$ cat config.mk
export PLATFORM = sky130hd
export DESIGN_NAME = foo_pair_pipe
export DESIGN_NICKNAME = d
export VERILOG_FILES = /design/src/rtl/foo_pair_pipe.sv
export SDC_FILE = /design/constraint.sdc
export NUM_CORES = 1
export LEC_CHECK = 0
export ABC_CLOCK_PERIOD_IN_PS = 4000
export CAP_MARGIN = 20
export CORE_UTILIZATION = 60
export DETAILED_ROUTE_END_ITERATION = 10
export PLACE_DENSITY = 0.86
export SLEW_MARGIN = 20
export SYNTH_ARGS = -nofsm -noshare
export SYNTH_HDL_FRONTEND = slang
export SYNTH_SLANG_ARGS = --single-unit
$ cat constraint.sdc
create_clock -name clk -period 4 [get_ports clk]
set_input_delay 0.8 -clock clk [delete_from_list [all_inputs] [get_ports clk]]
set_output_delay 0.8 -clock clk [all_outputs]
set_load 0.005 [all_outputs]
$ cat src/rtl/foo_pair_pipe.sv
// Lane-parallel AND/OR/XOR/ADD unit feeding a DEPTH-entry result buffer.
// Results leave in acceptance order; ovf_sticky latches any ADD carry.
module foo_pair_pipe #(
   parameter int WIDTH = 8,
   parameter int LANES = 2,
   parameter int DEPTH = 4
) (
   input  logic                      clk,
   input  logic                      rst,
   input  logic                      in_valid,
   output logic                      in_ready,
   input  logic [1:0]                mode,
   input  logic [LANES*WIDTH-1:0]    a,
   input  logic [LANES*WIDTH-1:0]    b,
   output logic                      out_valid,
   input  logic                      out_ready,
   output logic [LANES*WIDTH-1:0]    d,
   output logic [LANES-1:0]          carry,
   output logic [$clog2(DEPTH+1)-1:0] count,
   output logic                      ovf_sticky,
   input  logic                      clr_ovf
);

   localparam int PW = $clog2(DEPTH);
   localparam int CW = $clog2(DEPTH+1);

   localparam logic [1:0] MODE_AND = 2'b00;
   localparam logic [1:0] MODE_OR  = 2'b01;
   localparam logic [1:0] MODE_XOR = 2'b10;
   localparam logic [1:0] MODE_ADD = 2'b11;

   // Handshake: a beat transfers on any clk edge where valid && ready on
   // that side; ready never depends combinationally on valid.
   logic                   accept;
   logic                   pop;
   logic [PW-1:0]          wr_ptr;
   logic [PW-1:0]          rd_ptr;
   logic [CW-1:0]          count_q;
   logic                   ovf_q;
   logic [LANES*WIDTH-1:0] res_d;
   logic [LANES-1:0]       res_c;
   logic [WIDTH:0]         sum;

   logic [LANES*WIDTH-1:0] d_mem [DEPTH];
   logic [LANES-1:0]       c_mem [DEPTH];

   assign in_ready  = (count_q < CW'(DEPTH));
   assign out_valid = (count_q != '0);
   assign accept    = in_valid && in_ready;
   assign pop       = out_valid && out_ready;
   assign count     = count_q;
   assign ovf_sticky = ovf_q;
   assign d         = out_valid ? d_mem[rd_ptr] : '0;
   assign carry     = out_valid ? c_mem[rd_ptr] : '0;

   always_comb begin
      res_d = '0;
      res_c = '0;
      sum   = '0;
      for (int i = 0; i < LANES; i++) begin
         sum = {1'b0, a[i*WIDTH +: WIDTH]} + {1'b0, b[i*WIDTH +: WIDTH]};
         case (mode)
            MODE_AND: res_d[i*WIDTH +: WIDTH] = a[i*WIDTH +: WIDTH] & b[i*WIDTH +: WIDTH];
            MODE_OR:  res_d[i*WIDTH +: WIDTH] = a[i*WIDTH +: WIDTH] | b[i*WIDTH +: WIDTH];
            MODE_XOR: res_d[i*WIDTH +: WIDTH] = a[i*WIDTH +: WIDTH] ^ b[i*WIDTH +: WIDTH];
            default: begin
               res_d[i*WIDTH +: WIDTH] = sum[WIDTH-1:0];
               res_c[i]                = sum[WIDTH];
            end
         endcase
      end
   end

   // Storage has no reset; count alone decides which entries are live.
   always_ff @(posedge clk) begin
      if (accept) begin
         d_mem[wr_ptr] <= res_d;
         c_mem[wr_ptr] <= res_c;
      end
   end

   always_ff @(posedge clk) begin
      if (rst) begin
         wr_ptr  <= '0;
         rd_ptr  <= '0;
         count_q <= '0;
         ovf_q   <= 1'b0;
      end else begin
         if (accept) wr_ptr <= wr_ptr + PW'(1);
         if (pop)    rd_ptr <= rd_ptr + PW'(1);
         if (accept && !pop)      count_q <= count_q + CW'(1);
         else if (pop && !accept) count_q <= count_q - CW'(1);
         // Set beats clear when both land in the same cycle.
         if (accept && (mode == MODE_ADD) && (|res_c)) ovf_q <= 1'b1;
         else if (clr_ovf)                             ovf_q <= 1'b0;
      end
   end

endmodule

==> impl_results.rst <==
.. list-table::
   :header-rows: 1

   * - Metric
     - Value
   * - Result of the run
     - complete, no violations
   * - Cell with the most instances after synthesis
     - sky130_fd_sc_hd__edfxtp_1
   * - Total count of max-transition violations in the final report
     - 0
   * - Fraction of the mapped netlist area in compound gates
     - 0.0881
   * - Initial standard-cell utilization of the core
     - 0.632
   * - Minimum clock period after layout
     - 3.11 ns
   * - Number of nets in the synthesized netlist
     - 444
   * - Transition at the pin with the smallest max-transition slack
     - 0.906 ns
   * - Final Non-Filler Cells
     - 534
   * - Worst slack at placement
     - 0.832 ns
   * - Simple-gate share of the synthesized area
     - 0.0841
   * - RD Place Congestion
     - 0.829
   * - Worst min-delay path class
     - register to register
   * - Initial antenna violation count
     - 0
   * - Routed Antenna Nets
     - 0
   * - First-iteration detailed-routing DRC count
     - 142
   * - Placed Instances
     - 518
   * - Worst Hold Endpoint
     - ovf_sticky
   * - Synth Register Bits
     - 82
   * - Depth of the CTS H-tree
     - 3
   * - Layout cell share with drive strength beyond 1
     - 0.0874
   * - Gate Count Post-Synth
     - 365
   * - Final Hold Viols
     - 0
   * - Adder-cell share of the synthesized area
     - 0.112
   * - Row count
     - 31
   * - Crit Reg-Reg Startpoint
     - count[2]
   * - Worst rel slew slack
     - 0.395
   * - Bufs on Longest Clock Path
     - 2
   * - Hold Path Stages
     - 1
   * - Setup repair after global routing missed its margin
     - false
   * - Wire length of the first global-routing pass
     - 14,000 um
   * - Post-CTS clock slew at the launch and capture registers of the worst setup and hold paths
     - 0.07 ns
   * - Critical path launch point type
     - register
   * - Dpl hpwl
     - 6090 um
   * - Post-CTS Resized
     - 0
   * - TritonCTS clock tree
     - done
   * - Mean cell area of the mapped netlist
     - 12.8 um^2
   * - Buffer count from post-CTS setup fixing
     - 0
   * - Warning count from the yosys run
     - 0
   * - Element type at the critical path end
     - primary output
   * - Finished Cell Area
     - 5480 um^2
   * - Routed WL per cell
     - 15.9 um
   * - Required time at the worst-slack endpoint
     - 3.20 ns
   * - Antenna diodes
     - 0
   * - Worst Clk Skew
     - 0.00622 ns
   * - Worst Hold Launch
     - ovf_sticky
   * - Count of distinct cell types in the synthesized netlist
     - 46
   * - Main combinational cell family by area after synthesis
     - multiplexers
   * - Crit-path max cell delay
     - 0.92 ns
   * - Worst path cell trace
     - mux4_1 > and2_1 > clkdlybuf4s50_1
   * - Fraction of synthesized cell area taken by the top area cell type
     - 0.464
   * - Xor/xnor share of the synthesized area
     - 0.0263
   * - Total power
     - 2.56 mW
   * - Global router's overall resource usage
     - 0.226
   * - Register area share after synthesis
     - 0.507
   * - Cell type contributing the most total cell area after synthesis
     - sky130_fd_sc_hd__edfxtp_1
   * - Number of remaining DRC errors
     - 0
   * - Total of fill cells in the finished design
     - 469
   * - Fmax
     - 322 MHz
   * - Static leakage power
     - 2.13 nW
   * - Residual overflow from global routing
     - 0
   * - Proportion of synthesized area in mux cells
     - 0.118
   * - Count of max-cap constraint violations
     - 0
   * - Final-stage net count
     - 509
   * - Final setup fails
     - 0
   * - Commonest cells post-synth
     - sky130_fd_sc_hd__edfxtp_1 (72), sky130_fd_sc_hd__inv_1 (45), sky130_fd_sc_hd__ha_1 (37)
   * - Layout overhead on the synthesized area
     - 17.8%
   * - Power Dens Cells
     - 468 nW/um^2
   * - Setup ws final
     - 0.893 ns
   * - Total Routed Length
     - 8490 um
   * - Post-synth EDFFs
     - 72
   * - Area of the die
     - 8120 um^2
   * - Post-place instance area
     - 5330 um^2
   * - Port Buf Inserts
     - 62
   * - First-pass iteration count of the detailed router
     - 4
   * - Mapped Area
     - 4660 um^2
   * - Vias in the first global route
     - 2,907
   * - Logic depth of the worst register-to-register path
     - 8
   * - Fraction of registers with async set/reset
     - 0
   * - Clock tree sinks
     - 82
   * - Worst-Skew Late Latency
     - 0.35 ns
   * - Peak supply drop
     - 0.187 mV
   * - Placeable core region
     - 7370 um^2
   * - Hold buffer count at cts
     - 0
   * - Dominant cells by area after synthesis
     - sky130_fd_sc_hd__edfxtp_1 (46%), sky130_fd_sc_hd__ha_1 (9.9%), sky130_fd_sc_hd__mux4_2 (7.3%)
   * - Data arrival time of the critical path
     - 2.31 ns
   * - CTS Buf Count
     - 9
   * - Internal reg-to-reg setup slack
     - 1.39 ns
   * - Floorplan die width
     - 90.1 um
   * - Setup total negative slack
     - 0 ns
   * - Vert. Die Dim
     - 90.1 um
   * - Vias per std cell
     - 5.53
   * - Most used flip-flop cell after synthesis
     - sky130_fd_sc_hd__edfxtp_1
   * - Number of placed I/O pins
     - 63
   * - Largest net degree at the start of global routing
     - 24
   * - Final cycle utilization of the critical path
     - 0.777
   * - Destination of the worst register-to-register timing path
     - count[2]
   * - Maximum fanout count along the critical path
     - 18
   * - Slowest stage cell, crit path
     - sky130_fd_sc_hd__dfxtp_1
   * - Total via count in the routed design
     - 2,951
   * - Critical path type
     - register to primary output
   * - Clock root cell
     - sky130_fd_sc_hd__clkbuf_8
[area by class of cell]
cell class / count / area (um^2) / share of cell area
multi-input cells: 222 / 2000 / 0.364
clock inverters: 4 / 18.8 / 0.00342
clock buffers: 12 / 135 / 0.0246
repair buffers: 69 / 673 / 0.123
inverters: 46 / 173 / 0.0315
flip-flops and latches: 82 / 2360 / 0.431
well taps: 99 / 124 / 0.0226
[registers in the layout, summed over array words and instances, names as in the netlist, named ones only]
| name | flops |
|---|---|
| count | 3 |
| c_mem | 8 |
| ovf_sticky | 1 |
| rd_ptr | 2 |
| d_mem | 64 |
| wr_ptr | 2 |
[power breakdown]
| group | switching, mW | internal [mW] |
|---|---|---|
| Clock | 0.263 | 0.221 |
| Sequential | 0.0541 | 1.07 |
| Combinational | 0.414 | 0.543 |
[worst max path at each step]
stage | from | depth (start not counted) | slack, ns | end
after detailed placement | a[0] | 9 | 0.83 | d_mem[2][6]
after global placement | in_valid | 8 | 0.96 | count[2]
final | register | 3 | 0.89 | d[15]
after floorplan | in_valid | 8 | 1.57 | count[2]
after global routing | register | 3 | 0.78 | d[12]
after CTS | register | 3 | 0.83 | d[6]
[cells by family (layout without fill, tap and decap cells)]
| group | Yosys count | after routing |
|---|---|---|
| mux | 28 | 28 |
| xor+xnor | 14 | 14 |
| flops | 82 | 82 |
| compound gates | 64 | 64 |
| buf+inv | 61 | 131 |
| simple gates | 76 | 76 |
| fa+ha+maj | 40 | 40 |
[worst max-delay path, delay by kind of cell, from the launching register on]
| family | cells | cell delay [ns] |
|---|---|---|
| and+or+nand+nor | 1 | 0.19 |
| muxes | 1 | 0.40 |
| buffers and inverters | 1 | 0.45 |
| DFF | 1 | 0.92 |
[placed cells by master, fill, tap and decap left out, types with 2 or more instances in the layout]
| cell type | instances |
|---|---|
| sky130_fd_sc_hd__edfxtp_1 | 72 |
| sky130_fd_sc_hd__clkdlybuf4s50_1 | 62 |
| sky130_fd_sc_hd__inv_1 | 45 |
| sky130_fd_sc_hd__ha_1 | 37 |
| sky130_fd_sc_hd__nor2_1 | 25 |
| sky130_fd_sc_hd__and2_1 | 22 |
| sky130_fd_sc_hd__o21ai_0 | 17 |
| sky130_fd_sc_hd__mux4_2 | 15 |
| sky130_fd_sc_hd__nand2_1 | 13 |
| sky130_fd_sc_hd__a21oi_1 | 12 |
| sky130_fd_sc_hd__dfxtp_1 | 10 |
| sky130_fd_sc_hd__xor2_1 | 9 |
| sky130_fd_sc_hd__clkbuf_8 | 9 |
| sky130_fd_sc_hd__mux2i_1 | 8 |
| sky130_fd_sc_hd__o21ai_1 | 7 |
| sky130_fd_sc_hd__buf_4 | 7 |
| sky130_fd_sc_hd__a211oi_1 | 6 |
| sky130_fd_sc_hd__xnor2_1 | 5 |
| sky130_fd_sc_hd__mux4_1 | 5 |
| sky130_fd_sc_hd__or3_1 | 4 |
| sky130_fd_sc_hd__o21a_1 | 4 |
| sky130_fd_sc_hd__a21o_1 | 3 |
| sky130_fd_sc_hd__nand3_1 | 3 |
| sky130_fd_sc_hd__fa_1 | 3 |
| sky130_fd_sc_hd__clkbuf_1 | 3 |
| sky130_fd_sc_hd__clkinv_2 | 3 |
| sky130_fd_sc_hd__nor2b_1 | 2 |
| sky130_fd_sc_hd__o31a_1 | 2 |
| sky130_fd_sc_hd__nor3_1 | 2 |
| sky130_fd_sc_hd__o21bai_1 | 2 |
| sky130_fd_sc_hd__a31oi_1 | 2 |
| sky130_fd_sc_hd__a2111oi_0 | 2 |
[layer usage]
metal / GRT usage / vias to the layer above / wire length (um)
met4: 0.0901 / 0 / 148
met5: 0 / - / 0
met2: 0.379 / 90 / 4320
met1: 0.295 / 1406 / 3640
met3: 0.0389 / 13 / 379
li1: - / 1442 / -
[metrics by stage]
stage	hold WS, ns	utilization
finish	0.493	0.744
global route	0.510	0.744
CTS	0.494	0.744
detailed placement	0.477	0.723
global placement	0.474	0.723
floorplan	0.466	-
Power figures use the tool's default switching activity.
